$ cat src/rtl/uart_apu_loader_pkg.sv
// rtl/uart_apu_loader_pkg.sv - shared types, constants and helpers for the UART APU loader
// Contents:
//   rx_state_t  : receiver FSM states (PARITY is only entered when UART_PARITY_EN is defined)
//   SLOT_COMMIT : nibble slot whose write also commits the staging word
//   CMD_SEL_BIT : byte bit that marks a channel-select command
//   clk_div()   : clocks per UART bit
package uart_apu_pkg;

    typedef enum logic [2:0] {
        IDLE,
        START,
        DATA,
        PARITY,
        STOP,
        BREAK
    } rx_state_t;

    localparam logic [2:0] SLOT_COMMIT = 3'd7;
    localparam int         CMD_SEL_BIT = 7;

    function automatic int clk_div(input int clk_hz, input int baud);
        return clk_hz / baud;
    endfunction

endpackage

$ cat src/rtl/uart_apu_loader_if.sv
// rtl/uart_apu_loader_if.sv - output bundle of the UART APU loader
// Signals:
//   ch_data    : NUM_CH committed 32-bit register words, channel c at [32c+31:32c]
//   ch_update  : one-cycle commit strobe per channel
//   active_ch  : currently selected channel
//   byte_valid : one-cycle strobe for an accepted byte
//   byte_data  : last accepted byte
//   frame_err  : one-cycle strobe for a dropped byte
// Modports: master (loader drives), slave (APU side reads).
interface uart_apu_loader_if #(
    parameter int NUM_CH = 4
);
    logic [NUM_CH*32-1:0] ch_data;
    logic [NUM_CH-1:0]    ch_update;
    logic [2:0]           active_ch;
    logic                 byte_valid;
    logic [7:0]           byte_data;
    logic                 frame_err;

    modport master (
        output ch_data, ch_update, active_ch, byte_valid, byte_data, frame_err
    );

    modport slave (
        input ch_data, ch_update, active_ch, byte_valid, byte_data, frame_err
    );
endinterface

$ cat src/rtl/uart_apu_loader_rx.sv
// rtl/uart_apu_loader_rx.sv - UART receiver: 2-FF synchroniser plus framing FSM
// Ports:
//   clk, rst_n   : clock, asynchronous active-low reset
//   rx_i         : raw serial input, idle high
//   byte_valid_o : one-cycle strobe, byte_data_o holds the accepted byte
//   byte_data_o  : last accepted byte
//   frame_err_o  : one-cycle strobe, stop bit low (or parity mismatch) and byte dropped
// Build option: UART_PARITY_EN selects 8E1 framing; undefined gives 8N1.
module uart_rx
    import uart_apu_pkg::*;
#(
    parameter int CLK_HZ = 12_000_000,
    parameter int BAUD   = 9_600
) (
    input  logic       clk,
    input  logic       rst_n,
    input  logic       rx_i,
    output logic       byte_valid_o,
    output logic [7:0] byte_data_o,
    output logic       frame_err_o
);
    localparam int DIV = clk_div(CLK_HZ, BAUD);
    localparam int CW  = $clog2(DIV);
    localparam logic [CW-1:0] CNT_FULL = CW'(DIV - 1);
    localparam logic [CW-1:0] CNT_HALF = CW'(DIV / 2 - 1);

    logic            rx_meta_q, rx_sync_q;
    rx_state_t       state_q, state_d;
    logic [CW-1:0]   cnt_q, cnt_d;
    logic [2:0]      bit_q, bit_d;
    logic [7:0]      shift_q, shift_d;
    logic            valid_q, valid_d;
    logic [7:0]      data_q, data_d;
    logic            ferr_q, ferr_d;
`ifdef UART_PARITY_EN
    logic            par_err_q, par_err_d;
`endif

    always_ff @(posedge clk or negedge rst_n) begin
        if (!rst_n) begin
            // Synchroniser resets to the idle level so reset release never looks like a start bit.
            rx_meta_q <= 1'b1;
            rx_sync_q <= 1'b1;
            state_q   <= IDLE;
            cnt_q     <= '0;
            bit_q     <= '0;
            shift_q   <= '0;
            valid_q   <= 1'b0;
            data_q    <= '0;
            ferr_q    <= 1'b0;
`ifdef UART_PARITY_EN
            par_err_q <= 1'b0;
`endif
        end else begin
            rx_meta_q <= rx_i;
            rx_sync_q <= rx_meta_q;
            state_q   <= state_d;
            cnt_q     <= cnt_d;
            bit_q     <= bit_d;
            shift_q   <= shift_d;
            valid_q   <= valid_d;
            data_q    <= data_d;
            ferr_q    <= ferr_d;
`ifdef UART_PARITY_EN
            par_err_q <= par_err_d;
`endif
        end
    end

    always_comb begin
        state_d = state_q;
        cnt_d   = cnt_q;
        bit_d   = bit_q;
        shift_d = shift_q;
        valid_d = 1'b0;
        data_d  = data_q;
        ferr_d  = 1'b0;
`ifdef UART_PARITY_EN
        par_err_d = par_err_q;
`endif
        case (state_q)
            IDLE: begin
                if (!rx_sync_q) begin
                    state_d = START;
                    cnt_d   = '0;
                end
            end
            START: begin
                // Half a bit in: a line back high means a glitch, not a start bit.
                if (cnt_q == CNT_HALF) begin
                    cnt_d   = '0;
                    bit_d   = '0;
                    state_d = rx_sync_q ? IDLE : DATA;
                end else begin
                    cnt_d = cnt_q + 1'b1;
                end
            end
            DATA: begin
                if (cnt_q == CNT_FULL) begin
                    cnt_d   = '0;
                    shift_d = {rx_sync_q, shift_q[7:1]};
                    bit_d   = bit_q + 1'b1;
                    if (bit_q == 3'd7) begin
`ifdef UART_PARITY_EN
                        state_d = PARITY;
`else
                        state_d = STOP;
`endif
                    end
                end else begin
                    cnt_d = cnt_q + 1'b1;
                end
            end
`ifdef UART_PARITY_EN
            PARITY: begin
                if (cnt_q == CNT_FULL) begin
                    cnt_d     = '0;
                    // Even parity: data plus parity bit must hold an even number of ones.
                    par_err_d = ^{shift_q, rx_sync_q};
                    state_d   = STOP;
                end else begin
                    cnt_d = cnt_q + 1'b1;
                end
            end
`endif
            STOP: begin
                if (cnt_q == CNT_FULL) begin
                    cnt_d = '0;
`ifdef UART_PARITY_EN
                    if (rx_sync_q && !par_err_q) begin
`else
                    if (rx_sync_q) begin
`endif
                        valid_d = 1'b1;
                        data_d  = shift_q;
                        state_d = IDLE;
                    end else begin
                        ferr_d  = 1'b1;
                        // A low stop bit may be a break; hold off until the line idles.
                        state_d = rx_sync_q ? IDLE : BREAK;
                    end
                end else begin
                    cnt_d = cnt_q + 1'b1;
                end
            end
            BREAK: begin
                if (rx_sync_q) begin
                    state_d = IDLE;
                end
            end
            default: state_d = IDLE;
        endcase
    end

    assign byte_valid_o = valid_q;
    assign byte_data_o  = data_q;
    assign frame_err_o  = ferr_q;

endmodule

$ cat src/rtl/uart_apu_loader.sv
// rtl/uart_apu_loader.sv - UART-fed nibble loader for a bank of APU channel register words
// Ports:
//   clk, rst_n : clock, asynchronous active-low reset
//   rx         : UART serial input, idle high
//   bus        : uart_apu_loader_if.master (ch_data, ch_update, active_ch, byte_valid, byte_data, frame_err)
// Build option: UART_PARITY_EN (8E1 framing in the receiver; decode unaffected).
module uart_apu_loader
    import uart_apu_pkg::*;
#(
    parameter int CLK_HZ = 12_000_000,
    parameter int BAUD   = 9_600,
    parameter int NUM_CH = 4
) (
    input  logic               clk,
    input  logic               rst_n,
    input  logic               rx,
    uart_apu_loader_if.master  bus
);
    logic       rx_valid;
    logic [7:0] rx_data;
    logic       rx_ferr;

    logic [31:0]          staging_q, staging_d;
    logic [2:0]           active_q, active_d;
    logic [NUM_CH*32-1:0] ch_data_q, ch_data_d;
    logic [NUM_CH-1:0]    ch_update_q, ch_update_d;

    uart_rx #(
        .CLK_HZ (CLK_HZ),
        .BAUD   (BAUD)
    ) u_rx (
        .clk          (clk),
        .rst_n        (rst_n),
        .rx_i         (rx),
        .byte_valid_o (rx_valid),
        .byte_data_o  (rx_data),
        .frame_err_o  (rx_ferr)
    );

    always_ff @(posedge clk or negedge rst_n) begin
        if (!rst_n) begin
            staging_q   <= '0;
            active_q    <= '0;
            ch_data_q   <= '0;
            ch_update_q <= '0;
        end else begin
            staging_q   <= staging_d;
            active_q    <= active_d;
            ch_data_q   <= ch_data_d;
            ch_update_q <= ch_update_d;
        end
    end

    always_comb begin
        staging_d   = staging_q;
        active_d    = active_q;
        ch_data_d   = ch_data_q;
        ch_update_d = '0;
        if (rx_valid) begin
            if (rx_data[CMD_SEL_BIT]) begin
                staging_d = '0;
                if (32'(rx_data[2:0]) < NUM_CH) begin
                    active_d = rx_data[2:0];
                end
            end else begin
                staging_d[{rx_data[6:4], 2'b00} +: 4] = rx_data[3:0];
                // The commit word already carries the slot-7 nibble of this byte.
                if (rx_data[6:4] == SLOT_COMMIT) begin
                    for (int c = 0; c < NUM_CH; c++) begin
                        if (active_q == 3'(c)) begin
                            ch_data_d[c*32 +: 32] = staging_d;
                            ch_update_d[c]        = 1'b1;
                        end
                    end
                end
            end
        end
    end

    assign bus.ch_data    = ch_data_q;
    assign bus.ch_update  = ch_update_q;
    assign bus.active_ch  = active_q;
    assign bus.byte_valid = rx_valid;
    assign bus.byte_data  = rx_data;
    assign bus.frame_err  = rx_ferr;

endmodule

$ cat src/flat_wrapper.sv
// flat-port wrapper written by rule: the top's interface ports become plain ports
module uart_apu_loader_flat import uart_apu_pkg::*;
#(
    parameter int CLK_HZ = 12_000_000,
    parameter int BAUD   = 9_600,
    parameter int NUM_CH = 4
)
  (clk, rst_n, rx, bus_ch_data, bus_ch_update, bus_active_ch, bus_byte_valid, bus_byte_data, bus_frame_err);
  uart_apu_loader_if #(.NUM_CH(NUM_CH)) bus_i ();
  input  logic clk;
  input  logic rst_n;
  input  logic rx;
  output wire logic [$bits(bus_i.ch_data)-1:0] bus_ch_data;
  output wire logic [$bits(bus_i.ch_update)-1:0] bus_ch_update;
  output wire logic [$bits(bus_i.active_ch)-1:0] bus_active_ch;
  output wire logic [$bits(bus_i.byte_valid)-1:0] bus_byte_valid;
  output wire logic [$bits(bus_i.byte_data)-1:0] bus_byte_data;
  output wire logic [$bits(bus_i.frame_err)-1:0] bus_frame_err;
  assign bus_ch_data = bus_i.ch_data;
  assign bus_ch_update = bus_i.ch_update;
  assign bus_active_ch = bus_i.active_ch;
  assign bus_byte_valid = bus_i.byte_valid;
  assign bus_byte_data = bus_i.byte_data;
  assign bus_frame_err = bus_i.frame_err;
  uart_apu_loader #(.CLK_HZ(CLK_HZ), .BAUD(BAUD), .NUM_CH(NUM_CH)) u_core (.clk(clk), .rst_n(rst_n), .rx(rx), .bus(bus_i));
endmodule
$ cat config.mk
export PLATFORM = sky130hd
export DESIGN_NAME = uart_apu_loader_flat
export DESIGN_NICKNAME = d
export VERILOG_FILES = /design/src/rtl/uart_apu_loader_pkg.sv /design/src/rtl/uart_apu_loader_if.sv /design/src/rtl/uart_apu_loader_rx.sv /design/src/rtl/uart_apu_loader.sv /design/src/flat_wrapper.sv
export SDC_FILE = /design/constraint.sdc
export NUM_CORES = 1
export LEC_CHECK = 0
export BUFFER_PORTS_ARGS = -buffer_cell sky130_fd_sc_hd__buf_2
export CAP_MARGIN = 20
export CORE_UTILIZATION = 25
export DETAILED_ROUTE_END_ITERATION = 8
export HOLD_SLACK_MARGIN = 0.05
export SLEW_MARGIN = 30
export SYNTH_ARGS = -nofsm -noshare
export SYNTH_HDL_FRONTEND = slang
export SYNTH_SLANG_ARGS = --single-unit
$ cat constraint.sdc
create_clock -name clk -period 3.68 [get_ports clk]
set_input_delay 0.736 -clock clk [delete_from_list [all_inputs] [get_ports clk]]
set_output_delay 0.736 -clock clk [all_outputs]
set_load 0.03 [all_outputs]
# After elaboration in Yosys (flattened, before gate mapping)

Index checks and enable logic that the tools add are counted.

Register bits after elaboration: 204
Input port bits: 3
Output and inout port bits: 145
Logic and storage cells: 86

Add/sub/neg operators: 3
Order comparisons: 1
Eq/ne operators: 17
Shift operators: 2
Mux-type cells: 31
Bitwise operators: 1
Reduce and logical (&&, ||, !) cells: 15

Operators with widths:

| kind                                                  | number |
|---|---|
| two-way mux 11 bit                                    | 3 |
| one-hot mux 11 bit (3 select lines)                   | 1 |
| bitwise mux 32 bit                                    | 1 |
| two-way mux 32 bit                                    | 1 |
| variable shift 4 x 7 -> 32 bit, first input constant  | 1 |
| variable part select 4 x 7 -> 32 bit                  | 1 |
| two-way mux 3 bit                                     | 9 |
| AND reduction 4 bit                                   | 4 |
| one-hot mux 3 bit (5 select lines)                    | 1 |
| equality test 3 bit, second input constant            | 4 |
| two-way mux 4 bit                                     | 3 |
| != test 2 bit, second input constant                  | 6 |
| adder 11 x 1 -> 11 bit, second input constant         | 1 |
| equality test 11 x 10 -> 1 bit, second input constant | 1 |
| equality test 11 bit, second input constant           | 1 |
| two-way mux 1 bit                                     | 10 |
| equality test 3 x 2 -> 1 bit, second input constant   | 3 |
| AND reduction 3 bit                                   | 3 |
| negation 5 -> 7 bit                                   | 1 |
| equality test 3 x 1 -> 1 bit, second input constant   | 2 |
| zero test 3 bit                                       | 2 |
| one-hot mux 3 bit (2 select lines)                    | 1 |
| AND reduction 6 bit                                   | 1 |
| AND reduction 2 bit                                   | 2 |
| 7 further kinds                                       | 7 |

# Depth between registers and ports, before layout

Depth after elaboration: 5
Depth in mapped cells: 9
Depth with buffers taken out: 7

# Cells and area by module

A second synthesis with hierarchy kept.

Cells, all modules: 815
Area total of the unflattened synthesis: 8864.8 sq um

By module, submodules not included:

| module          | instances | cells an instance | area an instance (sq um) | seq. area each (sq um) |
|---|---|---|---|---|
| uart_apu_loader | 1         | 651               | 7093.1                   | 4179.0 |
| uart_rx         | 1         | 164               | 1771.7                   | 928.4 |

# Worst setup path after synthesis

OpenSTA, ideal clock, no wires.

Kind: reg2reg
Start: register u_core.u_rx.data_q[4], in the netlist u_core.u_rx.byte_data_o[4]
End: register u_core.ch_data_q[112], in the netlist u_core.bus.ch_data[112]
Library setup time: 0.134 ns
Arrival: 2.384 ns
Required time: 3.546 ns
Slack: 1.162 ns
Stages on the path, launching flop included: 9
Buffers on the path: 2
Period minus slack after synthesis: 2.518 ns
Path through: dfrtp_1 > clkbuf_1 > inv_1 > ha_1 > ha_1 > clkbuf_1 > o2111ai_1 > mux2i_1 > o21ai_0

Longest elaborated chain between the ends: 3
Elaborated cells between the ends (all ways): 6
Classes of those cells: 1 x add/sub; 1 x eq/ne; 2 x shift; 1 x mux; 1 x reduce/logical

Ends and longest elaborated chain:

| element                                                                                       | line                     | RTL |
|---|---|---|
| from (decl)                                                                                   | uart_apu_loader_rx.sv:33 | `logic [7:0] data_q, data_d;` |
| from (signal assigned)                                                                        | uart_apu_loader_rx.sv:62 | `data_q <= data_d;` |
| negation 5 -> 7 bit                                                                           | uart_apu_loader.sv:66    | `staging_d[{rx_data[6:4], 2'b00} +: 4] = rx_data[3:0];` |
| variable part select 4 x 7 -> 32 bit / variable shift 4 x 7 -> 32 bit (equally long branches) | uart_apu_loader.sv:66    |  |
| bitwise mux 32 bit                                                                            | uart_apu_loader.sv:66    |  |
| to (signal assigned)                                                                          | uart_apu_loader.sv:49    | `ch_data_q <= ch_data_d;` |
| to (decl)                                                                                     | uart_apu_loader.sv:25    | `logic [NUM_CH*32-1:0] ch_data_q, ch_data_d;` |

Several ways; a longest one is shown, not always the timed one.
A chain may end at the register's enable or synchronous reset.

# Worst setup path after layout

Start: register u_core.u_rx.data_q[4], in the netlist u_core.u_rx.byte_data_o[4]
End: register u_core.staging_q[31]

Longest elaborated chain between the ends: 4
Elaborated cells between the ends (all ways): 5
Classes of those cells: 1 x add/sub; 2 x shift; 2 x mux

Ends and longest elaborated chain:

| element                                                                                       | line                  | RTL |
|---|---|---|
| negation 5 -> 7 bit *                                                                         | uart_apu_loader.sv:66 |  |
| variable part select 4 x 7 -> 32 bit / variable shift 4 x 7 -> 32 bit (equally long branches) | uart_apu_loader.sv:66 |  |
| bitwise mux 32 bit *                                                                          | uart_apu_loader.sv:66 |  |
| two-way mux 32 bit *                                                                          | uart_apu_loader.sv:60 | `if (rx_data[CMD_SEL_BIT]) begin` |
| to (signal assigned)                                                                          | uart_apu_loader.sv:47 | `staging_q <= staging_d;` |
| to (decl)                                                                                     | uart_apu_loader.sv:23 | `logic [31:0] staging_q, staging_d;` |

Every way passes the cells marked *; elsewhere a longest branch is shown, timed or not.

==> key figures <==
Timing
  – Final Hold Viols: 0
  – Final Skew: 0.0146 ns
  – Setup TNS: 0 ns
  – Tmin final: 2.68 ns
  – Top achievable clock speed: 373 MHz
  – # setup viols final: 0
  – Worst rel slew slack: 47.1%
  – RSZ-0062 raised after global routing: no
  – Slew Viols, Final: 0
  – Worst Tran Pin Value: 0.789 ns
  – Final period util: 72.9%

Layout
  – Share of cells above drive strength 1: 25.6%
  – Area added between synthesis and finish: 24.2%
  – Core Util, Final: 31.7%
  – Diode count: 0
  – Non-Filler Instances: 1367
  – Layout Nets: 921

Placement
  – Port-buffer cells: 147
  – GP Congestion: 0.828
  – HPWL after DPL: 15.2 mm
  – DP Cell Count: 1322

Worst setup path
  – Startpoint types: flop
  – Worst path max stage delay: 0.57 ns
  – Cell Chain, Critical Path: inv_1 -> ha_1 -> ha_1 -> nor3b_2 -> mux2i_1 -> o22ai_1
  – Cell mode on critical path: ha_1
  – Worst setup EP type: flop
  – Worst Path Arrival: 3.05 ns
  – CP required: 4.05 ns
  – R2R depth: 6
  – Critical path type: reg -> reg
  – CP Max Fanout: 15
  – Critical path's slowest cell: dfrtp_1

Logic synthesis
  – Top-count cell post-synth: dfrtp_1
  – Average size of a mapped cell: 11.0 µm²
  – Primary FF master, synth: dfrtp_1
  – Post-synth EDFFs: 0
  – Top cells by area, synth: dfrtp_1, a21oi_1, nor2_1, mux2i_1, o22ai_1
  – Yosys warnings: 0
  – Synth top area share: 60.3%
  – Post-synth top area cell: dfrtp_1
  – Area of the mapped netlist: 8380 µm²
  – Seq/Total Area, Yosys: 61.0%
  – Syn Nets: 777
  – Post-synth ARST share: 100%
  – Syn Inst Count: 763
  – Cell variety after synth: 56
  – Synth Register Bits: 204
  – Synth top cells by count: dfrtp_1, nor2_1, a21oi_1

Floorplan
  – DIE AREA: 34200 µm²
  – Row cnt: 66
  – Die span in x: 185 µm
  – Total I/O pin count: 148
  – Core ar.: 32800 µm²
  – Initial Util: 25.6%
  – DIE HEIGHT: 185 µm

CTS
  – Worst skew pair latency: 0.53 ns
  – Clk slew on worst S/H paths: 0.06 ns
  – Clk buf depth: 3
  – Setup repair bufs after CTS: 0
  – H-tree depth: 1
  – Clock root buffer: clkbuf_16
  – Cts hold-fix bufs: 0
  – TritonCTS clock tree: built
  – TritonCTS buffer count: 25
  – CTS Sinks: 204
  – Resized cells post-CTS: 0

Run status
  – Outcome: complete, no violations

Run
  – Max-capacitance violation count: 0

Routing
  – DRT iter0 DRCs: 187
  – Average wire per standard cell: 16.0 µm
  – DRC: 0
  – Antenna-violating nets left: 0
  – Routed Wire Length: 21.9 mm
  – Via density: 4.48
  – Vias: 6119
  – DR pass1 iterations: 6

Pwr
  – Power share of the combinational group: 1.0%
  – Cell leakage power: 5.25 nW
  – Net Switching: 1.02 mW
  – Int Pwr: 3.64 mW
  – Reg power frac: 48.3%
  – Power, Total: 4.65 mW
  – Worst vdd ir: 323 µV
  – Power per cell area: 447 nW/µm²
  – Switching Fraction: 21.8%
  – Clock power frac: 50.6%

Hold path
  – Hold crit path type: in -> async

Global route
  – Total grt overflow: 0
  – Gr usage total: 12.9%
  – Vias in the first global route: 5999
  – Initial antenna violation count: 0
  – Largest net degree at the start of global routing: 90
  – First-pass GRT wire length: 34.6 mm
==> state kept, by name, summed over array words and instances (netlist names) <==
register,flops
u_core.bus.ch_data,128
u_core.staging_q,32
u_core.u_rx.cnt_q,11
u_core.u_rx.byte_data_o,8
u_core.u_rx.shift_q,8
u_core.bus.ch_update,4
u_core.bus.active_ch,3
u_core.u_rx.bit_q,3
u_core.u_rx.state_q,3
u_core.u_rx.byte_valid_o,1
u_core.u_rx.frame_err_o,1
u_core.u_rx.rx_meta_q,1
u_core.u_rx.rx_sync_q,1
==> layout by cell type, fill, tap and decap left out, drive strengths merged, types with 4 or more instances in the layout <==
master	instances
dfrtp	202
nand3b	4
ha	11
a21oi	101
clkbuf	39
and2	5
or3	4
mux2i	33
mux2	18
nand2	47
o21ai	38
o211ai	7
nand4	4
clkinv	4
o22ai	35
buf	159
inv	48
nand3	6
nor2	104
and3	14
nor4b	4
==> routing by layer <==
metal	wire, µm	GRT usage (%)
met1	9640	17.0
met2	10400	21.2
met3	1510	3.36
met4	397	2.64
met5	0	0
==> cell families after synthesis <==
logic type,share of synthesized area [%]
multiplexers,6.68
AND/OR/NAND/NOR,12.4
buffers and inverters,4.45
AO/OA/AOI/OAI,13.9
adder cells (fa/ha/maj),1.64
flip-flops,61.0
==> per-stage QoR <==
| stage | worst slack, ns | cell area, µm² | hold WS [ns] |
|---|---|---|---|
| floorplan | 1.16 | 8380 | 0.345 |
| global placement | 1.02 | 9610 | 0.347 |
| detailed placement | 0.915 | 9610 | 0.347 |
| CTS | 0.943 | 10400 | 0.288 |
| global route | 0.670 | 10400 | 0.298 |
| finish | 0.997 | 10400 | 0.258 |
==> worst max-delay path: cells and delay by family, from the launching register on <==
| kind | cells | cell delay [ns] |
|---|---|---|
| adder cells (fa/ha/maj) | 2 | 0.65 |
| flip-flops | 1 | 0.57 |
| multiplexers | 1 | 0.57 |
| AND/OR/NAND/NOR | 1 | 0.46 |
| AO/OA/AOI/OAI | 1 | 0.14 |
| buffers and inverters | 1 | 0.13 |
==> power groups by stage <==
| stage | logic [mW] | registers, mW | clock network (mW) |
|---|---|---|---|
| after global routing | 0.0586 | 2.25 | 2.52 |
| after CTS | 0.0530 | 2.25 | 2.42 |
| after detailed placement | 0.0531 | 2.29 | 0 |
| final | 0.0486 | 2.25 | 2.36 |
| after floorplan | 0.00206 | 2.29 | 0 |
| after global placement | 0.0521 | 2.29 | 0 |
==> cell type report <==
class / instances / area, µm²
Fill cell: 3413 / 22400
Clock inverter: 7 / 62.6
Multi-Input combinational cell: 469 / 2930
Sequential cell: 204 / 5110
Timing Repair Buffer: 160 / 842
Tap cell: 442 / 553
Inverter: 47 / 176
Clock buffer: 38 / 734
==> final timing paths <==
check	from	endpoint	slack, ns
min in group clk	rx	u_core.u_rx.rx_meta_q$_DFF_PN1_	0.31
min reg2reg	u_core.u_rx.rx_meta_q$_DFF_PN1_	u_core.u_rx.rx_sync_q$_DFF_PN1_	0.36
max in group asynchronous	rst_n	u_core.bus.ch_data[113]$_DFFE_PN0P_	2.50
min	rst_n	u_core.bus.ch_data[18]$_DFFE_PN0P_	0.26
max reg2reg	u_core.u_rx.byte_data_o[4]$_DFFE_PN0P_	u_core.staging_q[31]$_DFFE_PN0P_	1.0
max	u_core.u_rx.byte_data_o[4]$_DFFE_PN0P_	u_core.staging_q[31]$_DFFE_PN0P_	1.0
Power figures use the tool's default switching activity.
